===== config.mk =====
export PLATFORM = sky130hd
export DESIGN_NAME = fx_pt_add_pipe
export DESIGN_NICKNAME = d
export VERILOG_FILES = /design/src/rtl/fx_pt_add_pipe.sv
export SDC_FILE = /design/constraint.sdc
export NUM_CORES = 1
export LEC_CHECK = 0
export ABC_AREA = 1
export BUFFER_PORTS_ARGS = -buffer_cell sky130_fd_sc_hd__buf_2
export CELL_PAD_IN_SITES_DETAIL_PLACEMENT = 2
export CELL_PAD_IN_SITES_GLOBAL_PLACEMENT = 2
export CORE_AREA = 2 2 172 174
export DETAILED_ROUTE_END_ITERATION = 8
export DIE_AREA = 0 0 174 176
export PLACE_DENSITY_LB_ADDON = 0.1
export SLEW_MARGIN = 20
export SYNTH_ARGS = -nofsm -noshare
export SYNTH_HDL_FRONTEND = slang
export SYNTH_SLANG_ARGS = --single-unit

===== constraint.sdc =====
create_clock -name clk -period 7.4 [get_ports clk]
set_input_delay 1.48 -clock clk [delete_from_list [all_inputs] [get_ports clk]]
set_output_delay 1.48 -clock clk [all_outputs]
set_load 0.02 [all_outputs]

===== src/rtl/fx_pt_add_pipe.sv =====
// Two-stage fixed-point adder/accumulator with valid/ready streams.
// Supports unsigned, two's complement and sign-magnitude operands.
module fx_pt_add_pipe #(
    parameter int WIDTH  = 15,
    parameter int A_FRAC = 1,
    parameter int B_FRAC = 14
) (
    input  logic               clk,
    input  logic               rst,
    input  logic               in_valid,
    output logic               in_ready,
    input  logic [1:0]         in_mode,
    input  logic               in_acc,
    input  logic [WIDTH-1:0]   a,
    input  logic [WIDTH-1:0]   b,
    output logic               out_valid,
    input  logic               out_ready,
    output logic [2*WIDTH:0]   sum,
    output logic               sat
);

    localparam int F     = (A_FRAC > B_FRAC) ? A_FRAC : B_FRAC;
    localparam int SUM_W = 2 * WIDTH + 1;
    localparam int IW    = SUM_W + 2;
    localparam int SH_A  = F - A_FRAC;
    localparam int SH_B  = F - B_FRAC;

    typedef logic signed [IW-1:0] ival_t;

    localparam ival_t ZERO  = ival_t'(0);
    localparam ival_t ONE   = ival_t'(1);
    localparam ival_t U_MAX = (ONE <<< SUM_W) - ONE;
    localparam ival_t S_MAX = (ONE <<< (SUM_W - 1)) - ONE;
    localparam ival_t S_MIN = -(ONE <<< (SUM_W - 1));
    localparam ival_t M_MIN = -S_MAX;

    function automatic ival_t decode(
        input logic [WIDTH-1:0] x,
        input logic [1:0]       m
    );
        ival_t mag;
        ival_t v;
        mag = ival_t'(x[WIDTH-2:0]);
        v   = ival_t'(x);
        unique case (1'b1)
            m == 2'd0: v = ival_t'(x);
            m == 2'd1: v = ival_t'($signed(x));
            m[1]:      v = x[WIDTH-1] ? -mag : mag;
        endcase
        return v;
    endfunction

    logic       s1_valid;
    logic [1:0] s1_mode;
    logic       s1_acc;
    ival_t      s1_a;
    ival_t      s1_b;
    ival_t      acc;

    logic s2_adv;
    assign s2_adv   = !out_valid | out_ready;
    assign in_ready = !s1_valid | s2_adv;

    always_ff @(posedge clk) begin
        if (rst) begin
            s1_valid <= 1'b0;
        end else if (in_ready) begin
            s1_valid <= in_valid;
        end
    end

    // Operand payload needs no reset: it is qualified by s1_valid.
    always_ff @(posedge clk) begin
        if (in_ready && in_valid) begin
            s1_mode <= in_mode;
            s1_acc  <= in_acc;
            s1_a    <= decode(a, in_mode) <<< SH_A;
            s1_b    <= decode(b, in_mode) <<< SH_B;
        end
    end

    ival_t              r;
    ival_t              rc;
    ival_t              lo;
    ival_t              hi;
    logic [SUM_W-2:0]   mag;
    logic [SUM_W-1:0]   sum_d;
    logic               sat_d;

    always_comb begin
        r     = (s1_acc ? acc : ZERO) + s1_a + s1_b;
        lo    = ZERO;
        hi    = U_MAX;
        unique case (1'b1)
            s1_mode == 2'd0: begin lo = ZERO;  hi = U_MAX; end
            s1_mode == 2'd1: begin lo = S_MIN; hi = S_MAX; end
            s1_mode[1]:      begin lo = M_MIN; hi = S_MAX; end
        endcase
        rc    = r;
        sat_d = 1'b0;
        if (r > hi) begin
            rc    = hi;
            sat_d = 1'b1;
        end else if (r < lo) begin
            rc    = lo;
            sat_d = 1'b1;
        end
        mag   = (SUM_W-1)'((rc < 0) ? -rc : rc);
        // Sign comes from the value itself, so zero always encodes as +0.
        sum_d = s1_mode[1] ? {rc < 0, mag} : rc[SUM_W-1:0];
    end

    always_ff @(posedge clk) begin
        if (rst) begin
            out_valid <= 1'b0;
            sum       <= '0;
            sat       <= 1'b0;
            acc       <= ZERO;
        end else if (s2_adv) begin
            out_valid <= s1_valid;
            if (s1_valid) begin
                sum <= sum_d;
                sat <= sat_d;
                acc <= rc;
            end
        end
    end

endmodule


==> results of run 1 <==
[through the flow]
step	area [um^2]	instances	hold WS (ns)	setup TNS (ns)	worst slack [ns]
after floorplan	9900	1496	0.446	0	1.69
after global routing	11400	1959	0.505	-0.215	-0.0579
after CTS	11300	1956	0.480	0	0.204
after global placement	10700	1924	0.458	0	0.653
after detailed placement	10700	1924	0.472	0	0.291
final	11400	1959	0.486	0	0.361
[cell usage in the layout, fill, tap and decap left out, drive strengths merged]
master / Yosys / layout
inv: 261 / 270
nand2: 461 / 461
xor2: 15 / 15
nor4: 2 / 2
o221ai: 3 / 3
nand3b: 4 / 4
o21a: 3 / 3
nor3: 17 / 17
a211oi: 1 / 1
or4: 1 / 1
edfxtp: 51 / 51
bufinv: 0 / 4
xnor2: 9 / 9
o21ai: 92 / 92
clkbuf: 25 / 17
and2: 8 / 8
fa: 20 / 20
ha: 52 / 52
nand4: 24 / 24
a31oi: 7 / 7
a21oi: 74 / 74
o221a: 2 / 2
nor2: 144 / 144
clkinv: 4 / 6
nand3: 121 / 121
o211ai: 5 / 5
mux2: 1 / 1
dfxtp: 66 / 66
o21bai: 2 / 2
or2: 6 / 6
buf: 14 / 86
a21o: 1 / 1
[what timing repair did]
item                                    CTS  global route
setup buffers                             0             3
hold buffers                              0             0
endpoints found under the setup margin    0            11
resized for setup                         0            10
endpoints found under the hold margin     0             0
[worst paths after layout]
path | from | end | slack (ns) | cells after the start
setup / recovery | s1_acc | sum[26] | 0.36 | 48
hold / removal | acc[31] | acc[31] | 0.49 | 2
setup reg to reg | s1_acc | sum[26] | 0.36 | 48
hold reg to reg | acc[31] | acc[31] | 0.49 | 2
[sequential cells by signal (all words and copies together), names as in the netlist]
register,count
s1_valid,1
s1_acc,1
sum,31
s1_mode,2
sat,1
out_valid,1
acc,32
s1_a,20
s1_b,28
[critical path: cells and delay by family, from the launching register on]
family                     cells  cell delay (ns)
and+or+nand+nor               32             3.32
adders and majority gates      4             1.45
buffers and inverters          8             0.84
AOI/OAI and AO/OA              3             0.60
DFF                            1             0.41
xor gates and xnor gates       1             0.26
[area by class of cell]
cell class / count / area, um^2
clock buffer: 17 / 425
clock inverter: 15 / 214
fill: 3536 / 17200
inverter: 265 / 997
multi-input combinational: 1075 / 5910
sequential: 117 / 2850
tap: 384 / 480
timing repair buffer: 86 / 508
[logic make-up (layout without fill, tap and decap cells)]
group,count (synthesis),count (layout)
DFF,117,117
and+or+nand+nor,788,788
xor gates and xnor gates,24,24
buffers and inverters,304,383
muxes,1,1
adders and majority gates,72,72
AOI/OAI and AO/OA,190,190
[per-layer routing]
layer	track usage [%]	up-vias	wire length (um)
met5	0	-	0
met4	8.05	0	976
met3	3.75	55	1110
met2	47.8	141	19700
met1	32.6	5032	17900
li1	-	4867	-
[Yosys cell counts, types with 20 or more instances]
master / instances
nand2_1: 425
inv_1: 245
nor2_1: 128
nand3_1: 109
o21ai_0: 82
a21oi_1: 71
dfxtp_1: 66
ha_1: 52
edfxtp_1: 51
nand2_2: 29
clkbuf_1: 25
nand4_1: 22
fa_1: 20
[power groups by stage]
stage	clock network (W)	logic, W	registers (W)
final	0.000963	0.00247	0.000810
after CTS	0.000971	0.00239	0.000811
after floorplan	0	0.00164	0.000838
after global routing	0.000992	0.00272	0.000818
after detailed placement	0	0.00235	0.000823
after global placement	0	0.00227	0.000822
==> results.toml, run 1 <==
[run_status]
status = "finished, final reports clean"

[grt]
grt_pass1_vias = 11000
grt_usage_pct = 26.4
grt_pass1_wl_mm = 62.2
antenna_found_initial = 0
grt_overflow = 0
grt_max_degree = 54

[drt]
route.detailed.drc = 0
drt_first_pass_iters = 5
drtIter0Drc = 507
wl_mm = 39.6
vias = 10100
detail-route-antenna-nets = 0
wl_per_cell_um = 20.2
avgViaCountPerCell = 5.15

[synthesis]
yosys.area.top_type = "nand2_1"
synth_top_family_by_area = "simple AND/OR/NAND/NOR gates"
syn_area_um2 = 9900
syn_area_per_cell_um2 = 6.62
synth_area_leaders = "nand2_1 16%, edfxtp_1 15%, dfxtp_1 13%"
ys.flop_type = "dfxtp_1"
synth-compound-area-share_pct = 10.5
yosys.area_share.adder_pct = 10.6
synth_edf_count = 51
synthMuxAreaShare_pct = 0.114
ys_types = 49
synth-seq-cells = 117
synth_top_area_share_pct = 16.1
synthSimpleGateAreaFrac_pct = 35.6
netlist_instances = 1496
ys_seq_area_share_pct = 28.8
syn_nets = 1605
synthArstFlopShare_pct = 0
yosys_warnings = 0
synth_xor_area_share_pct = 2.27

[timing]
fmax_mhz = 142
finalSetupViolCount = 0
period_minus_slack_ns = 7.04
slew_violations = 0
slew_headroom_pct = 44.2
final_hold_viol_count = 0
clock-skew-final_ns = 0.0252
fin_crit_sh_pct = 95.1
worstMarginPinSlew_ns = 0.834

[hold_path]
hp-class = "register to register"

[critical_path]
cp_slowest_stage_delay_ns = 0.46
cp_max_fo = 26
path_class = "register to register"
cp_common_cell = "nand2_1"
cpMaxStageDelayCell = "fa_1"
endpoint_kind = "register"
cp-start-kind = "register"
cp.required_ns = 7.73
arrival_ns = 7.37

[power]
power.switching_w = 0.00219
seqPwrFrac_pct = 19.1
ir_worst_vdd_mv = 0.233
swShare_pct = 51.5
powerDensity_nw_per_um2 = 373
cellInternalPower_w = 0.00206
power_frac_clock_pct = 22.7
power_w = 0.00425
p_leak_nw = 6.04
combPwrFrac_pct = 58.2

[finish]
antennaDiodeCount = 0
drive_gt1_share_pct = 14.2
nNetsFinal = 1671
area_growth_pct = 15.0
post-route-util_pct = 39.9

[die]
core-area_um2 = 28500
die_w_um = 174
start_util_pct = 34.7
io_pins = 71
die_area_um2 = 30600
num_rows = 62
die_h_um = 176

[clocking]
cts.sink_count = 117
cts-root-buf = "clkbuf_16"
clock_path_buffers = 2
insertion_delay_ns = 0.45
h-tree-depth = 4
cts_tree = "done"
path_clk_slew_ns = 0.07
tritoncts.num_buffers = 17

[flow_run]
drv_cap = 0

[placed_design]
portBuffers = 70
globalplace.congestion = 0.892
dp_hpwl_mm = 31.7
(Power assumes the default switching activity.)
==> inputs of run 2 (changes only) <==
Settings changed: ABC_AREA 1 to default, CORE_AREA 2 2 172 174 to 4 4 169 171, DIE_AREA 0 0 174 176 to 0 0 173 175, MAX_ROUTING_LAYER from default to met4.
==> run 2 against run 1 <==
  * Non-clock buffer count up 24
  * Die area down 1.1%
  * Global-route usage down 2.0 points
  * Via count down 12%
  * Area after synthesis down 5.3%
  * Largest cell class unchanged
==> results.toml, run 2 <==
[finish]
largest_register_ffs = 32
post-route-util_pct = 39.9
multi_input_area_um2 = 6080
regMostFlops = "acc"
nNetsFinal = 1268
top_regs = "acc x32, sum x31, s1_b x28"
final_common_cell = "nor2_1"
layout.cells.non_filler = 1514
area_growth_pct = 14.3
layout_common_cells = "119 x nor2_1, 76 x nand2_1, 75 x a21oi_1, 70 x buf_2, 66 x dfxtp_1"
drive_gt1_share_pct = 16.2
seq_area_um2 = 2850
fillers = 3041

[placed_design]
dp_hpwl_mm = 27.6
globalplace.congestion = 0.881
placed_cells = 1481
portBuffers = 70

[synthesis]
syn_area_um2 = 9380
ys.flop_type = "dfxtp_1"
yosys.area_share.adder_pct = 11.2
yosys.area.top_type = "edfxtp_1"
synth-compound-area-share_pct = 24.6
synth_xor_area_share_pct = 3.92
synth_edf_count = 51
synth_area_leaders = "edfxtp_1 16%, dfxtp_1 14%, ha_1 6.9%"
synth-seq-cells = 117
synthSimpleGateAreaFrac_pct = 23.1
synth_top_family_by_area = "compound AO/OA/AOI/OAI gates"
synth_commonest_cells = "119 x nor2_1, 76 x nand2_1, 75 x a21oi_1, 66 x dfxtp_1, 52 x ha_1"
ys_types = 92
synth_most_common_cell = "nor2_1"
ys_seq_area_share_pct = 30.4
synth_top_area_share_pct = 16.3
synthMuxAreaShare_pct = 1.64
syn_area_per_cell_um2 = 8.54
netlist_instances = 1099
yosys_warnings = 0
synthArstFlopShare_pct = 0
syn_nets = 1208

[clocking]
cts-root-buf = "clkbuf_16"
ctsHoldBuffers = 0
clock_path_buffers = 2
cts_resized = 0
cts_tree = "done"
path_clk_slew_ns = 0.07
h-tree-depth = 4
cts.sink_count = 117
insertion_delay_ns = 0.44
post_cts_buffers = 0
tritoncts.num_buffers = 17

[timing]
fmax_mhz = 145
finalSetupTns_ns = 0
finalSetupViolCount = 0
rsz0062_at_grt = "false"
fin_crit_sh_pct = 93.1
fin_hold_ws_ns = 0.454
slew_headroom_pct = 49.1
final_hold_viol_count = 0
clock-skew-final_ns = 0.0153
slew_violations = 0
worstMarginPinSlew_ns = 0.760
period_minus_slack_ns = 6.89

[flow_run]
drv_cap = 0

[die]
die_area_um2 = 30300
io_pins = 71
start_util_pct = 34.9
num_rows = 60
die_h_um = 175
core-area_um2 = 26900
die_w_um = 173

[drt]
wl_per_cell_um = 23.8
wl_mm = 36.0
drtIter0Drc = 487
avgViaCountPerCell = 5.90
detail-route-antenna-nets = 0
route.detailed.drc = 0
drt_first_pass_iters = 6
vias = 8933

[power]
power_w = 0.00370
p_leak_nw = 4.33
seqPwrFrac_pct = 22.4
swShare_pct = 48.9
combPwrFrac_pct = 55.7
powerDensity_nw_per_um2 = 345
power.switching_w = 0.00181
cellInternalPower_w = 0.00189
power_frac_clock_pct = 22.0
ir_worst_vdd_mv = 0.175

[critical_path]
cp-start-kind = "register"
critPathTopFamily = "compound AO/OA/AOI/OAI gates"
cp.required_ns = 7.73
path_class = "register to register"
cpMaxStageDelayCell = "ha_1"
path_buf_inv = 4
endpoint_kind = "register"
cp_common_cell = "inv_1"
arrival_ns = 7.22
cp_slowest_stage_delay_ns = 0.48
cp_max_fo = 33

[grt]
grt_usage_pct = 24.4
grt_pass1_wl_mm = 56.7
grt_overflow = 0
grt_max_degree = 52
antenna_found_initial = 0
grt_pass1_vias = 9642

[run_status]
status = "finished, final reports clean"

[hold_path]
hp-class = "register to register"
run 2: cell count changes after synthesis, moves of 14 or more:
cell	previous run	this run
nand2_1	425	76
inv_1	245	35
nand3_1	109	32
and2_1	8	43
o21ai_0	82	47
nand2_2	29	0
a211oi_1	1	23
inv_2	15	0
clkbuf_1	25	39
run 2: cell families after synthesis:
group	Yosys count
buf+inv	106
fa+ha+maj	72
simple gates	420
flops	117
compound gates	327
mux	15
xor+xnor	42
run 2: path summary, 6_finish.rpt:
check | startpoint | endpoint | slack (ns) | depth (start not counted)
max | s1_acc | sum[28] | 0.51 | 25
min | sum[17] | sum[17] | 0.45 | 2
max reg2reg | s1_acc | sum[28] | 0.51 | 25
min reg2reg | sum[17] | sum[17] | 0.45 | 2
run 2: area by class of cell:
type,instances,area share (%)
flip-flops and latches,117,26.6
clock buffers,17,3.97
diodes,1,0.0233
clock inverters,15,1.11
inverters,37,1.30
well taps,341,3.98
repair buffers,110,6.30
multi-input cells,876,56.7
run 2: power groups by stage:
stage	clock, W	combinational (W)	sequential, W
global route	0.000854	0.00226	0.000837
CTS	0.000824	0.00204	0.000832
finish	0.000813	0.00206	0.000828
detailed placement	0	0.00201	0.000845
global placement	0	0.00197	0.000843
floorplan	0	0.00134	0.000862
run 2: per-stage QoR:
stage,setup slack [ns],area [um^2]
after global placement,0.806,10200
after detailed placement,0.514,10200
final,0.509,10700
after global routing,0.00205,10700
after floorplan,0.592,9380
after CTS,0.450,10700
run 2: metal layers:
layer / global-route usage [%] / wire [um] / vias to the layer above / share of wire, %
li1: - / - / 4218 / -
met3: 2.55 / 751 / 34 / 2.1
met5: - / 0 / - / 0
met2: 42.5 / 18400 / 118 / 51
met4: 6.98 / 785 / 0 / 2.2
met1: 30.2 / 16100 / 4563 / 45
run 2: worst min-delay path, delay by kind of cell, from the launching register on:
kind               cells  cell delay [ns]
DFF                    1             0.31
and+or+nand+nor        1             0.05
AOI/OAI and AO/OA      1             0.05
==> inputs of run 3 (changes only) <==
Settings changed: ABC_AREA from default to 1, CORE_AREA 4 4 169 171 to 4 4 174 176, DIE_AREA 0 0 173 175 to 0 0 178 180.
==> run 3 against run 2 <==
  * Worst setup slack better by 0.24 ns
  * Critical path type unchanged
  * Total power rose by 11%
  * Via count rose by 12%
  * Die area up 5.8%
==> results.toml, run 3 (synthesis results as in run 1) <==
[timing]
layout_setup_ws_ns = 0.752
slew_violations = 0
clock-skew-final_ns = 0.0117
finalSetupViolCount = 0
fin_crit_sh_pct = 89.8
slew_headroom_pct = 47.8
fmax_mhz = 150
period_minus_slack_ns = 6.65
final_hold_viol_count = 0
worstMarginPinSlew_ns = 0.780

[drt]
wl_per_cell_um = 19.9
route.detailed.drc = 0
wl_mm = 39.1
drt_first_pass_iters = 5
avgViaCountPerCell = 5.12
detail-route-antenna-nets = 0
vias = 10000
drtIter0Drc = 522

[power]
ir_worst_vdd_mv = 0.195
p_leak_nw = 6.01
power_w = 0.00412
powerDensity_nw_per_um2 = 365

[finish]
nNetsFinal = 1672
regMostFlops = "acc"
final_common_cell = "nand2_1"
top_regs = "acc x32, sum x31, s1_b x28"
area_growth_pct = 14.0
final_area_um2 = 11300
largest_register_ffs = 32
post-route-util_pct = 39.4
layout.cells.non_filler = 1960
drive_gt1_share_pct = 14.0
seq_area_um2 = 2850
layout_common_cells = "425 x nand2_1, 243 x inv_1, 128 x nor2_1, 109 x nand3_1, 82 x o21ai_0"
fillers = 3455
antennaDiodeCount = 0
multi_input_area_um2 = 5850

[clocking]
ctsHoldBuffers = 0
cts_tree = "done"
cts.sink_count = 117
path_clk_slew_ns = 0.06
cts-root-buf = "clkbuf_16"
h-tree-depth = 4
tritoncts.num_buffers = 17
insertion_delay_ns = 0.43
clock_path_buffers = 2

[grt]
grt_max_degree = 60
grt_overflow = 0
antenna_found_initial = 0
grt_usage_pct = 25.2
grt_pass1_vias = 10900
grt_pass1_wl_mm = 61.4

[die]
io_pins = 71
die_w_um = 178
num_rows = 62
start_util_pct = 34.6
die_area_um2 = 32000
die_h_um = 180
core-area_um2 = 28600

[placed_design]
globalplace.congestion = 0.883
dp_hpwl_mm = 31.5
placed_cells = 1925
place_ws_ns = 0.610
portBuffers = 70
dpl_cell_area_um2 = 10600

[flow_run]
drv_cap = 0

[critical_path]
cpMaxStageDelayCell = "edfxtp_1"
cp_max_fo = 15
cp_slowest_stage_delay_ns = 0.46
cp_common_cell = "nand2_1"
path_class = "register to register"
arrival_ns = 6.98
endpoint_kind = "register"
cp.required_ns = 7.73
reg2reg_depth = 48
cp-start-kind = "register"

[run_status]
status = "finished, final reports clean"

[hold_path]
hp-class = "register to register"
min_delay_path_depth = 2
==> run 3: cell types whose count changed in the layout (fill, tap and decap cells not counted), moves of 24 or more <==
cell and delta:
o21ai_0 +35, and2_1 -34, buf_4 -24, inv_1 +208, nand2_1 +349, nand2_2 +29
nand3_1 +77
==> run 3: report_power, final <==
part | total (W) | internal, W | switching, W
clock | 0.000902 | 0.000534 | 0.000368
sequential | 0.000808 | 0.000756 | 0.0000521
combinational | 0.00241 | 0.000712 | 0.00170
total | 0.00412 | 0.00200 | 0.00212
==> run 3: timing repair <==
item / CTS / global route
resized for setup: 0 / 1
buffers inserted: 0 / 3
setup endpoints to repair: 0 / 9
==> run 3: metrics by stage <==
step                      setup TNS, ns  hold slack (ns)
after global placement                0            0.459
after detailed placement              0            0.473
after floorplan                       0            0.446
after global routing           -0.00197            0.516
after CTS                             0            0.481
final                                 0            0.474
==> run 3: critical path: cells and delay by family (launching register included) <==
kind	cells	cell delay, ns
AO/OA/AOI/OAI	2	0.45
XOR/XNOR	1	0.17
adder cells (fa/ha/maj)	4	1.42
buffers and inverters	6	0.57
flip-flops	1	0.46
AND/OR/NAND/NOR	35	3.47
==> run 3: final timing paths <==
check / startpoint / to / slack, ns
min reg2reg: sum[1] / sum[1] / 0.47
max: s1_acc / sum[18] / 0.75
min: sum[1] / sum[1] / 0.47
max reg2reg: s1_acc / sum[18] / 0.75
==> run 3: metal layers <==
metal,track usage [%],share of wire (%),up-vias
met1,31.4,45,4984
met3,2.77,2.5,43
met4,5.60,1.5,0
met2,43.9,51,128
li1,-,-,4876
met5,-,0,-
==> run 3: cell type report <==
cell class / count / area share, %
multi-input combinational: 1075 / 51.8
tap: 384 / 4.26
sequential: 117 / 25.3
inverter: 265 / 8.83
clock buffer: 18 / 3.80
clock inverter: 14 / 1.54
timing repair buffer: 87 / 4.49
